**src/rtl/div_seq_ctrl_pkg.sv**
```systemverilog
// Shared types and constants for the sequential divider slice.
// Latency: n/a (declarations only).
// Backpressure: n/a.
// Contents: data/funct widths, FUNCT_DIV encoding, divider state encodings,
//           and a conditional two's-complement helper.
package div_seq_ctrl_pkg;

   localparam int DATA_W  = 32;
   localparam int FUNCT_W = 3;

   typedef logic [DATA_W-1:0]  data_t;
   typedef logic [FUNCT_W-1:0] funct_t;

   // Signed divide; every other funct value selects unsigned.
   localparam funct_t FUNCT_DIV = 3'b100;

   typedef enum logic [1:0] {
      DIV_IDLE = 2'd0,
      DIV_BUSY = 2'd1,
      DIV_FIX  = 2'd2,
      DIV_DONE = 2'd3
   } div_state_e;

   // Negate v when neg is set; used both for magnitudes and sign fix-up.
   function automatic data_t neg_if(input data_t v, input logic neg);
      return neg ? data_t'(-v) : v;
   endfunction

endpackage

```
**src/rtl/div_seq_ctrl_if.sv**
```systemverilog
// EX-stage <-> divider handshake bundle.
// Latency: n/a (wires only).
// Backpressure: stall_req from the divider holds IF/ID/EX until result_valid.
// Ports: master = EX side (drives start/operands/flush), slave = divider.
interface div_seq_ctrl_if;
   import div_seq_ctrl_pkg::*;

   logic   div_start;
   funct_t funct;
   data_t  operand_1;
   data_t  operand_2;
   logic   flush;
   logic   stall_req;
   logic   busy;
   logic   result_valid;
   data_t  quotient;
   data_t  remainder;

   modport master (
      output div_start, funct, operand_1, operand_2, flush,
      input  stall_req, busy, result_valid, quotient, remainder
   );

   modport slave (
      input  div_start, funct, operand_1, operand_2, flush,
      output stall_req, busy, result_valid, quotient, remainder
   );
endinterface

```
**src/rtl/div_seq_ctrl_div_step.sv**
```systemverilog
// One radix-2 restoring division step: shift in a dividend bit, trial-subtract.
// Latency: combinational.
// Backpressure: none.
// Ports: partial_rem/dividend_msb/divisor in; next_rem/q_bit out.
module div_step
   import div_seq_ctrl_pkg::*;
(
   input  data_t partial_rem,
   input  logic  dividend_msb,
   input  data_t divisor,
   output data_t next_rem,
   output logic  q_bit
);

   logic [DATA_W:0] rem_shift;
   logic [DATA_W:0] diff;

   assign rem_shift = {partial_rem, dividend_msb};
   assign diff      = rem_shift - {1'b0, divisor};

   // partial_rem < divisor always holds, so a non-negative diff is below
   // 2**32 and bit 32 is a clean sign bit for the 33-bit subtraction.
   assign q_bit    = ~diff[DATA_W];
   assign next_rem = q_bit ? diff[DATA_W-1:0] : rem_shift[DATA_W-1:0];

endmodule

```
**src/rtl/div_seq_ctrl.sv**
```systemverilog
// Multi-cycle signed/unsigned divider sequencer for EX, one quotient bit/clk.
// Latency: 34 cycles start-to-result_valid; 1 cycle for a zero divisor.
// Backpressure: stall_req holds the pipeline from the start cycle through FIX;
//               flush aborts BUSY/FIX with no result and outputs unchanged.
// Ports: clk, rst (async, active-high), bus (div_seq_ctrl_if.slave).
module div_seq_ctrl
   import div_seq_ctrl_pkg::*;
#(
   parameter int          CNT_W  = 5,
   parameter logic [31:0] DIVZ_Q = 32'hFFFF_FFFF
) (
   input logic           clk,
   input logic           rst,
   div_seq_ctrl_if.slave bus
);

   div_state_e       state_q, state_d;
   logic [CNT_W-1:0] cnt_q;
   data_t            dvd_q;    // dividend magnitude, becomes the raw quotient
   data_t            dvs_q;    // divisor magnitude
   data_t            prem_q;   // partial remainder
   logic             s1_q, s2_q;
   data_t            quot_q, rem_q;

   logic  accept, divz, is_signed, s1, s2;
   logic  stall_req_c, busy_c, result_valid_c;
   data_t step_rem;
   logic  step_q_bit;

   assign is_signed = (bus.funct == FUNCT_DIV);
   assign s1        = is_signed & bus.operand_1[DATA_W-1];
   assign s2        = is_signed & bus.operand_2[DATA_W-1];
   assign divz      = (bus.operand_2 == '0);
   // Flush beats a simultaneous start.
   assign accept    = (state_q == DIV_IDLE) & bus.div_start & ~bus.flush;

   div_step u_step (
      .partial_rem  (prem_q),
      .dividend_msb (dvd_q[DATA_W-1]),
      .divisor      (dvs_q),
      .next_rem     (step_rem),
      .q_bit        (step_q_bit)
   );

   always_ff @(posedge clk or posedge rst) begin
      if (rst) state_q <= DIV_IDLE;
      else     state_q <= state_d;
   end

   always_comb begin
      state_d        = state_q;
      stall_req_c    = 1'b0;
      busy_c         = 1'b1;
      result_valid_c = 1'b0;
      case (state_q)
         DIV_IDLE: begin
            busy_c      = 1'b0;
            // Combinational so EX freezes in the very cycle it issues start.
            stall_req_c = accept;
            if (accept) state_d = divz ? DIV_DONE : DIV_BUSY;
         end
         DIV_BUSY: begin
            stall_req_c = 1'b1;
            if (bus.flush)        state_d = DIV_IDLE;
            else if (&cnt_q)      state_d = DIV_FIX;
         end
         DIV_FIX: begin
            stall_req_c = 1'b1;
            state_d     = bus.flush ? DIV_IDLE : DIV_DONE;
         end
         DIV_DONE: begin
            // Stall drops here so the instruction leaves EX with the result.
            result_valid_c = 1'b1;
            state_d        = DIV_IDLE;
         end
         default: state_d = DIV_IDLE;
      endcase
   end

   always_ff @(posedge clk or posedge rst) begin
      if (rst) begin
         cnt_q  <= '0;
         dvd_q  <= '0;
         dvs_q  <= '0;
         prem_q <= '0;
         s1_q   <= 1'b0;
         s2_q   <= 1'b0;
         quot_q <= '0;
         rem_q  <= '0;
      end else begin
         case (state_q)
            DIV_IDLE: begin
               if (accept) begin
                  if (divz) begin
                     quot_q <= DIVZ_Q;
                     rem_q  <= bus.operand_1;
                  end else begin
                     s1_q   <= s1;
                     s2_q   <= s2;
                     dvd_q  <= neg_if(bus.operand_1, s1);
                     dvs_q  <= neg_if(bus.operand_2, s2);
                     prem_q <= '0;
                     cnt_q  <= '0;
                  end
               end
            end
            DIV_BUSY: begin
               if (!bus.flush) begin
                  prem_q <= step_rem;
                  dvd_q  <= {dvd_q[DATA_W-2:0], step_q_bit};
                  cnt_q  <= cnt_q + 1'b1;
               end
            end
            DIV_FIX: begin
               // Remainder follows the dividend's sign (truncating division).
               if (!bus.flush) begin
                  quot_q <= neg_if(dvd_q, s1_q ^ s2_q);
                  rem_q  <= neg_if(prem_q, s1_q);
               end
            end
            default: ;
         endcase
      end
   end

   assign bus.stall_req    = stall_req_c;
   assign bus.busy         = busy_c;
   assign bus.result_valid = result_valid_c;
   assign bus.quotient     = quot_q;
   assign bus.remainder    = rem_q;

endmodule

```
**src/flat_wrapper.sv**
```systemverilog
// flat-port wrapper written by rule: the top's interface ports become plain ports
module div_seq_ctrl_flat import div_seq_ctrl_pkg::*;
#(
   parameter int          CNT_W  = 5,
   parameter logic [31:0] DIVZ_Q = 32'hFFFF_FFFF
)
  (clk, rst, bus_div_start, bus_funct, bus_operand_1, bus_operand_2, bus_flush, bus_stall_req, bus_busy, bus_result_valid, bus_quotient, bus_remainder);
  div_seq_ctrl_if bus_i ();
  input logic clk;
  input logic rst;
  input wire logic [$bits(bus_i.div_start)-1:0] bus_div_start;
  input wire logic [$bits(bus_i.funct)-1:0] bus_funct;
  input wire logic [$bits(bus_i.operand_1)-1:0] bus_operand_1;
  input wire logic [$bits(bus_i.operand_2)-1:0] bus_operand_2;
  input wire logic [$bits(bus_i.flush)-1:0] bus_flush;
  output wire logic [$bits(bus_i.stall_req)-1:0] bus_stall_req;
  output wire logic [$bits(bus_i.busy)-1:0] bus_busy;
  output wire logic [$bits(bus_i.result_valid)-1:0] bus_result_valid;
  output wire logic [$bits(bus_i.quotient)-1:0] bus_quotient;
  output wire logic [$bits(bus_i.remainder)-1:0] bus_remainder;
  assign bus_i.div_start = bus_div_start;
  assign bus_i.funct = bus_funct;
  assign bus_i.operand_1 = bus_operand_1;
  assign bus_i.operand_2 = bus_operand_2;
  assign bus_i.flush = bus_flush;
  assign bus_stall_req = bus_i.stall_req;
  assign bus_busy = bus_i.busy;
  assign bus_result_valid = bus_i.result_valid;
  assign bus_quotient = bus_i.quotient;
  assign bus_remainder = bus_i.remainder;
  div_seq_ctrl #(.CNT_W(CNT_W), .DIVZ_Q(DIVZ_Q)) u_core (.clk(clk), .rst(rst), .bus(bus_i));
endmodule
```
**config.mk**
```make
export PLATFORM = sky130hd
export DESIGN_NAME = div_seq_ctrl_flat
export DESIGN_NICKNAME = d
export VERILOG_FILES = /design/src/rtl/div_seq_ctrl_pkg.sv /design/src/rtl/div_seq_ctrl_if.sv /design/src/rtl/div_seq_ctrl_div_step.sv /design/src/rtl/div_seq_ctrl.sv /design/src/flat_wrapper.sv
export SDC_FILE = /design/constraint.sdc
export NUM_CORES = 1
export LEC_CHECK = 0
export BUFFER_PORTS_ARGS = -buffer_cell sky130_fd_sc_hd__clkbuf_2
export CORE_MARGIN = 4
export CORE_UTILIZATION = 55
export DETAILED_ROUTE_END_ITERATION = 10
export PLACE_DENSITY = 0.79
export SKIP_LAST_GASP = 1
export SLEW_MARGIN = 20
export SYNTH_ARGS = -nofsm -noshare
export SYNTH_HDL_FRONTEND = slang
export SYNTH_SLANG_ARGS = --single-unit
```
**constraint.sdc**
```tcl
create_clock -name clk -period 7 [get_ports clk]
set_input_delay 1.05 -clock clk [delete_from_list [all_inputs] [get_ports clk]]
set_output_delay 1.05 -clock clk [all_outputs]
set_load 0.01 [all_outputs]
```
* Yosys cells after proc, flatten, opt, wreduce, memory -nomap -nowiden *
Index checks and enable logic that the tools add are counted.
Widths: inputs -> output; s select.

operators by class
  $add $sub $neg = 6
  eq/ne operators = 10
  multiplexer cells = 34
  bitwise logic cells = 8
  reductions and logical operators = 10

operators by type and width
  kind                 count
  $mux 32              17
  $pmux 32 s2          4
  $neg 32->32          4
  $sub 33x32->33       1
  $logic_not 32->1     1
  $mux 5               3
  $mux 2               5
  $pmux 5 s2           1
  $pmux 2 s4           1
  $reduce_and 4->1     2
  $ne 2x2->1 const B   3
  $add 5x1->5 const B  1
  $reduce_and 5->1     1
  $and 1x1->1          4
  $eq 2x2->1 const B   2
  $ne 2x1->1 const B   2
  $reduce_bool 2->1    2
  $eq 3x3->1 const B   1
  $ne 3x2->1 const B   1
  $not 1->1            3
  $reduce_and 3->1     1
  $eq 2x1->1 const B   1
  $logic_not 2->1      1
  $mux 1               2
  4 further kinds      4

storage, ports and cells
  register bits = 169
  bits of input ports = 71
  output and inout bits = 67
  logic and storage cells = 77

* Depth between registers and ports, before layout *
  depth in word-level cells = 6
  gate-level depth with buffers = 13
  depth with buffers taken out = 11

* Hierarchy *
From an unflattened synthesis, not the netlist that was laid out.

second synthesis, totals
  cell total of the unflattened synthesis = 1494
  area total of the unflattened synthesis = 12690.9 um^2

modules (own cells, without submodules)
  module        instances  cells an instance  area each (um^2)  sequential area each (um^2)
  div_seq_ctrl  1          1185               10373.7           4229.1
  div_step      1          309                2317.2            0.0

* Least setup slack after synthesis *
OpenSTA, ideal clock, no wires.

  kind = input to register
  start = input port bus_operand_2[0]
  end = register u_core.prem_q[28]
  library setup time = 126 ps
  data arrival time = 3081 ps
  data required time = 6874 ps
  setup slack = 3792 ps
  stages on the path = 11
  path buffers = 1
  cell sequence = inv_1 ha_1 or3b_2 nand4b_4 nor4_4 nand2b_1 a21oi_1 buf_2 nand2_1 a21oi_1 a311o_1

on the way
  cells in the longest elaborated chain, start to end = 3

RTL lines
  item                               RTL line             text
  from (decl)                        flat_wrapper.sv:14   input wire logic [$bits(bus_i.operand_2)-1:0] bus_operand_2;
  $logic_not 32->1                   div_seq_ctrl.sv:33   assign divz = (bus.operand_2 == '0);
  $ne 2x2->1 (no source line)        --
  $reduce_and 4->1 (no source line)  --
  to (signal assigned)               div_seq_ctrl.sv:109  prem_q <= step_rem;
  to (decl)                          div_seq_ctrl.sv:21   data_t prem_q;

Every way passes these cells.
A chain may end at the register's enable or synchronous reset.

* Worst setup path after layout *
  start = input port bus_operand_2[0]
  end = register u_core.dvd_q[25]

on the way
  cells in the longest elaborated chain, start to end = 3

RTL lines
  item                               RTL line             text
  $logic_not 32->1                   div_seq_ctrl.sv:33
  $ne 2x2->1 (no source line)        --
  $reduce_and 4->1 (no source line)  --
  to (signal assigned)               div_seq_ctrl.sv:100  dvd_q <= neg_if(bus.operand_1, s1);
  to (signal assigned)               div_seq_ctrl.sv:110  dvd_q <= {dvd_q[DATA_W-2:0], step_q_bit};
  to (decl)                          div_seq_ctrl.sv:19   data_t dvd_q;

Every way passes these cells.

==> impl_metrics.py <==
metrics = {
    "outcome": {
        "outcome": "completed",
    },
    "yosys": {
        "synth_top_cell_area_share_pct": 35.5,
        "syn_area_um2": 11900,
        "ys_ff_latch": 169,
        "synth_async_sr_flop_share_pct": 100,
        "synth_edf_count": 0,
        "yosys_warnings": 0,
        "synth-main-ff-cell": "dfrtp_1",
        "synthTopCellsByCount": "nand2_1 (225), dfrtp_1 (169), o21ai_0 (127)",
        "synth_nets": 1588,
        "synth_top_cell_by_area": "dfrtp_1",
        "syn_inst": 1473,
        "yosysUniqueCellTypes": 70,
        "netlist_top_cells_area": "dfrtp_1 (36%), nand2_1 (7.1%), xor2_1 (5.7%)",
        "ys_seq_area_share_pct": 35.5,
        "syn_area_per_cell_um2": 8.08,
        "yosysMostFrequentCell": "nand2_1",
    },
    "cells_and_area": {
        "fillers": 1876,
        "fin_cells": 1844,
        "num_antenna_cells": 0,
        "fin_nets": 1671,
        "final_core_util_pct": 62.8,
        "drive_gt1_share_pct": 13.1,
        "area_delta_synth_final_pct": 11.6,
    },
    "worst_setup_path": {
        "path_max_fanout": 58,
        "crit_start": "bus_operand_2[0]",
        "startpoint_type": "primary input",
        "cp-end-kind": "flip-flop",
        "r2r_start": "u_core.prem_q[22]",
        "crit_required_ns": 7.28,
        "critPathKind": "primary input to flip-flop",
        "worstPathArrival_ns": 4.48,
    },
    "route": {
        "drt_wl_total_um": 29900,
        "post_drt_via_cell_ratio": 5.91,
        "initialDrtViolationCount": 862,
        "dr.pass1.iters": 5,
        "drc_errors": 0,
        "ant_nets": 0,
        "vias": 10900,
        "wl_per_cell_um": 16.2,
    },
    "worst_hold_path": {
        "min_path_type": "flip-flop to flip-flop",
        "hold_start": "u_core.bus.remainder[9]",
    },
    "timing": {
        "relSlewSlack_pct": 19.9,
        "rsz0062_at_grt": "false",
        "post-route-min-period_ns": 4.20,
        "fmax_ghz": 0.238,
        "finalCritPeriodShare_pct": 60.0,
        "skew_ns": 0.00650,
        "worstMarginPinSlew_ns": 1.20,
        "slew_viol_final": 0,
        "setup-tns-final_ns": 0,
        "hold_viol_final": 0,
        "setup_viol": 0,
    },
    "cts": {
        "post_cts_buffers": 0,
        "insertion_delay_ns": 0.43,
        "cts_tree": "done",
        "cts_sinks": 169,
        "cts_resized": 0,
        "holdBufCountCts": 0,
        "cts-htree-levels": 4,
        "clock-root-buffer": "clkbuf_16",
        "numCtsBuffers": 17,
        "clkTransAtPathRegs_ns": 0.07,
        "ctsLongestPathBuffers": 2,
    },
    "power_and_ir_drop": {
        "p_per_area_nw_per_um2": 387,
        "sw_frac_of_total_pct": 43.8,
        "power_frac_seq_pct": 32.1,
        "ir_drop_mv": 0.150,
        "p_leak_nw": 5.87,
        "internal-power_mw": 2.89,
        "power.share.clock_pct": 18.7,
        "p_switching_mw": 2.25,
        "combPwrFrac_pct": 49.2,
    },
    "global_routing": {
        "antenna_found_initial": 0,
        "grt_pass1_wl_um": 49500,
        "grt_max_degree": 103,
        "grt.overflow.total": 0,
        "gr-usage-all-layers_pct": 24.8,
        "grt_pass1_vias": 9875,
    },
    "placement": {
        "dp.cells": 1812,
        "dp_hpwl_um": 22300,
        "place.gp.congestion": 0.883,
        "portBuffers": 137,
    },
    "floorplan": {
        "boundaryPins": 138,
        "core_um2": 21200,
        "start_util_pct": 56.3,
        "die_w_um": 155,
        "rows": 53,
        "die_area_um2": 24100,
        "die_h_um": 155,
    },
    "run": {
        "drv_cap": 0,
    },
}
[stage by stage]
| step | power [mW] | hold WS, ns | cell area (um2) | setup WS [ns] |
|---|---|---|---|---|
| after global placement | 4.09 | 0.460 | 12700 | 2.54 |
| after global routing | 5.58 | 0.500 | 13300 | 2.57 |
| after detailed placement | 4.17 | 0.467 | 12700 | 2.41 |
| final | 5.15 | 0.479 | 13300 | 2.80 |
| after floorplan | 3.51 | 0.475 | 11900 | 1.37 |
| after CTS | 5.15 | 0.483 | 13300 | 2.82 |
[area by class of cell]
cell class                 count  area, um2  share of cell area, %
clock buffer                  20        467                   3.51
clock inverter                12        139                   1.05
inverter                      54        208                   1.56
multi-input combinational   1164       7120                   53.6
sequential                   169       4230                   31.8
tap                          275        344                   2.59
timing repair buffer         150        783                   5.89
[critical path: stages]
cell      delay [ns]
clkbuf_2        0.11
inv_1           0.06
ha_1            0.15
or3b_2          0.49
nand4b_4        0.26
nor4_4          0.52
nand2b_1        0.27
mux2i_1         0.14
nand2_2         0.63
buf_4           0.56
o21ai_0         0.21
[power by group through the flow]
stage	combinational [mW]	clock (mW)	sequential, mW
2_1_floorplan	1.85	0	1.66
4_1_cts	2.53	0.977	1.65
3_3_place_gp	2.44	0	1.65
6_report	2.53	0.963	1.65
5_1_grt	2.85	1.02	1.70
3_5_place_dp	2.51	0	1.66
[routing by layer]
| metal | global-route usage [%] | wire length (um) |
|---|---|---|
| met1 | 35.5 | 13800 |
| met2 | 39.3 | 13600 |
| met3 | 3.31 | 1900 |
| met4 | 7.53 | 627 |
| met5 | 0 | 0 |
[layout by cell type (no fill, tap or decap), types with 4 or more instances in the layout]
cell        netlist  final
and4_1            4      4
a31oi_1          32     32
buf_4             4     13
o21ai_1          28     28
mux2i_1          10     10
o22a_1            5      5
nand4_1          25     25
and2_1           10     10
a21o_1           17     17
and3_1           11     11
nand3_1          13     13
nor2b_1           5      5
or2_2             5      5
nor3_1           25     24
clkbuf_16         0     17
ha_1             43     41
xnor2_1          65     65
o211ai_1         35     35
a211oi_1          4      4
xor2_1           78     78
inv_1            54     53
clkbuf_2          1    137
nand2b_1         19     19
inv_6             0      4
o21ai_0         127    127
o21a_1            9      9
a21oi_1         112    111
nor3b_1           5      5
or4_1             6      6
or3_1            19     19
o31ai_1          25     25
dfrtp_1         169    169
nand2_1         225    224
clkinvlp_4        0      4
nor2_1          118    118
nor4_1           18     18
o41ai_1          13     13
[cell families (layout without fill, tap and decap cells)]
group | count (synthesis) | after routing | share of synthesized area [%]
AND/OR/NAND/NOR | 524 | 524 | 20.8
AO/OA/AOI/OAI | 440 | 440 | 22.4
flip-flops | 169 | 169 | 35.5
XOR/XNOR | 143 | 143 | 10.5
buffers and inverters | 140 | 236 | 4.94
adder cells (fa/ha/maj) | 44 | 44 | 4.69
multiplexers | 13 | 13 | 1.12
[registers in the layout, summed over array words and instances (netlist names)]
register	cells
u_core.bus.quotient	32
u_core.bus.remainder	32
u_core.dvd_q	32
u_core.dvs_q	32
u_core.prem_q	32
u_core.cnt_q	5
u_core.state_q	2
u_core.s1_q	1
u_core.s2_q	1
[worst paths after layout]
path	to	slack [ns]	cells past startpoint
min in group asynchronous	u_core.bus.remainder[10]	0.80	2
worst min register to register	u_core.bus.remainder[9]	0.48	2
max in group asynchronous	u_core.prem_q[21]	4.80	3
worst max register to register	u_core.prem_q[21]	3.38	10
worst min-delay path	u_core.bus.remainder[9]	0.48	2
worst max-delay path	u_core.dvd_q[25]	2.80	11
No activity file was read; power rests on OpenSTA's default activity.
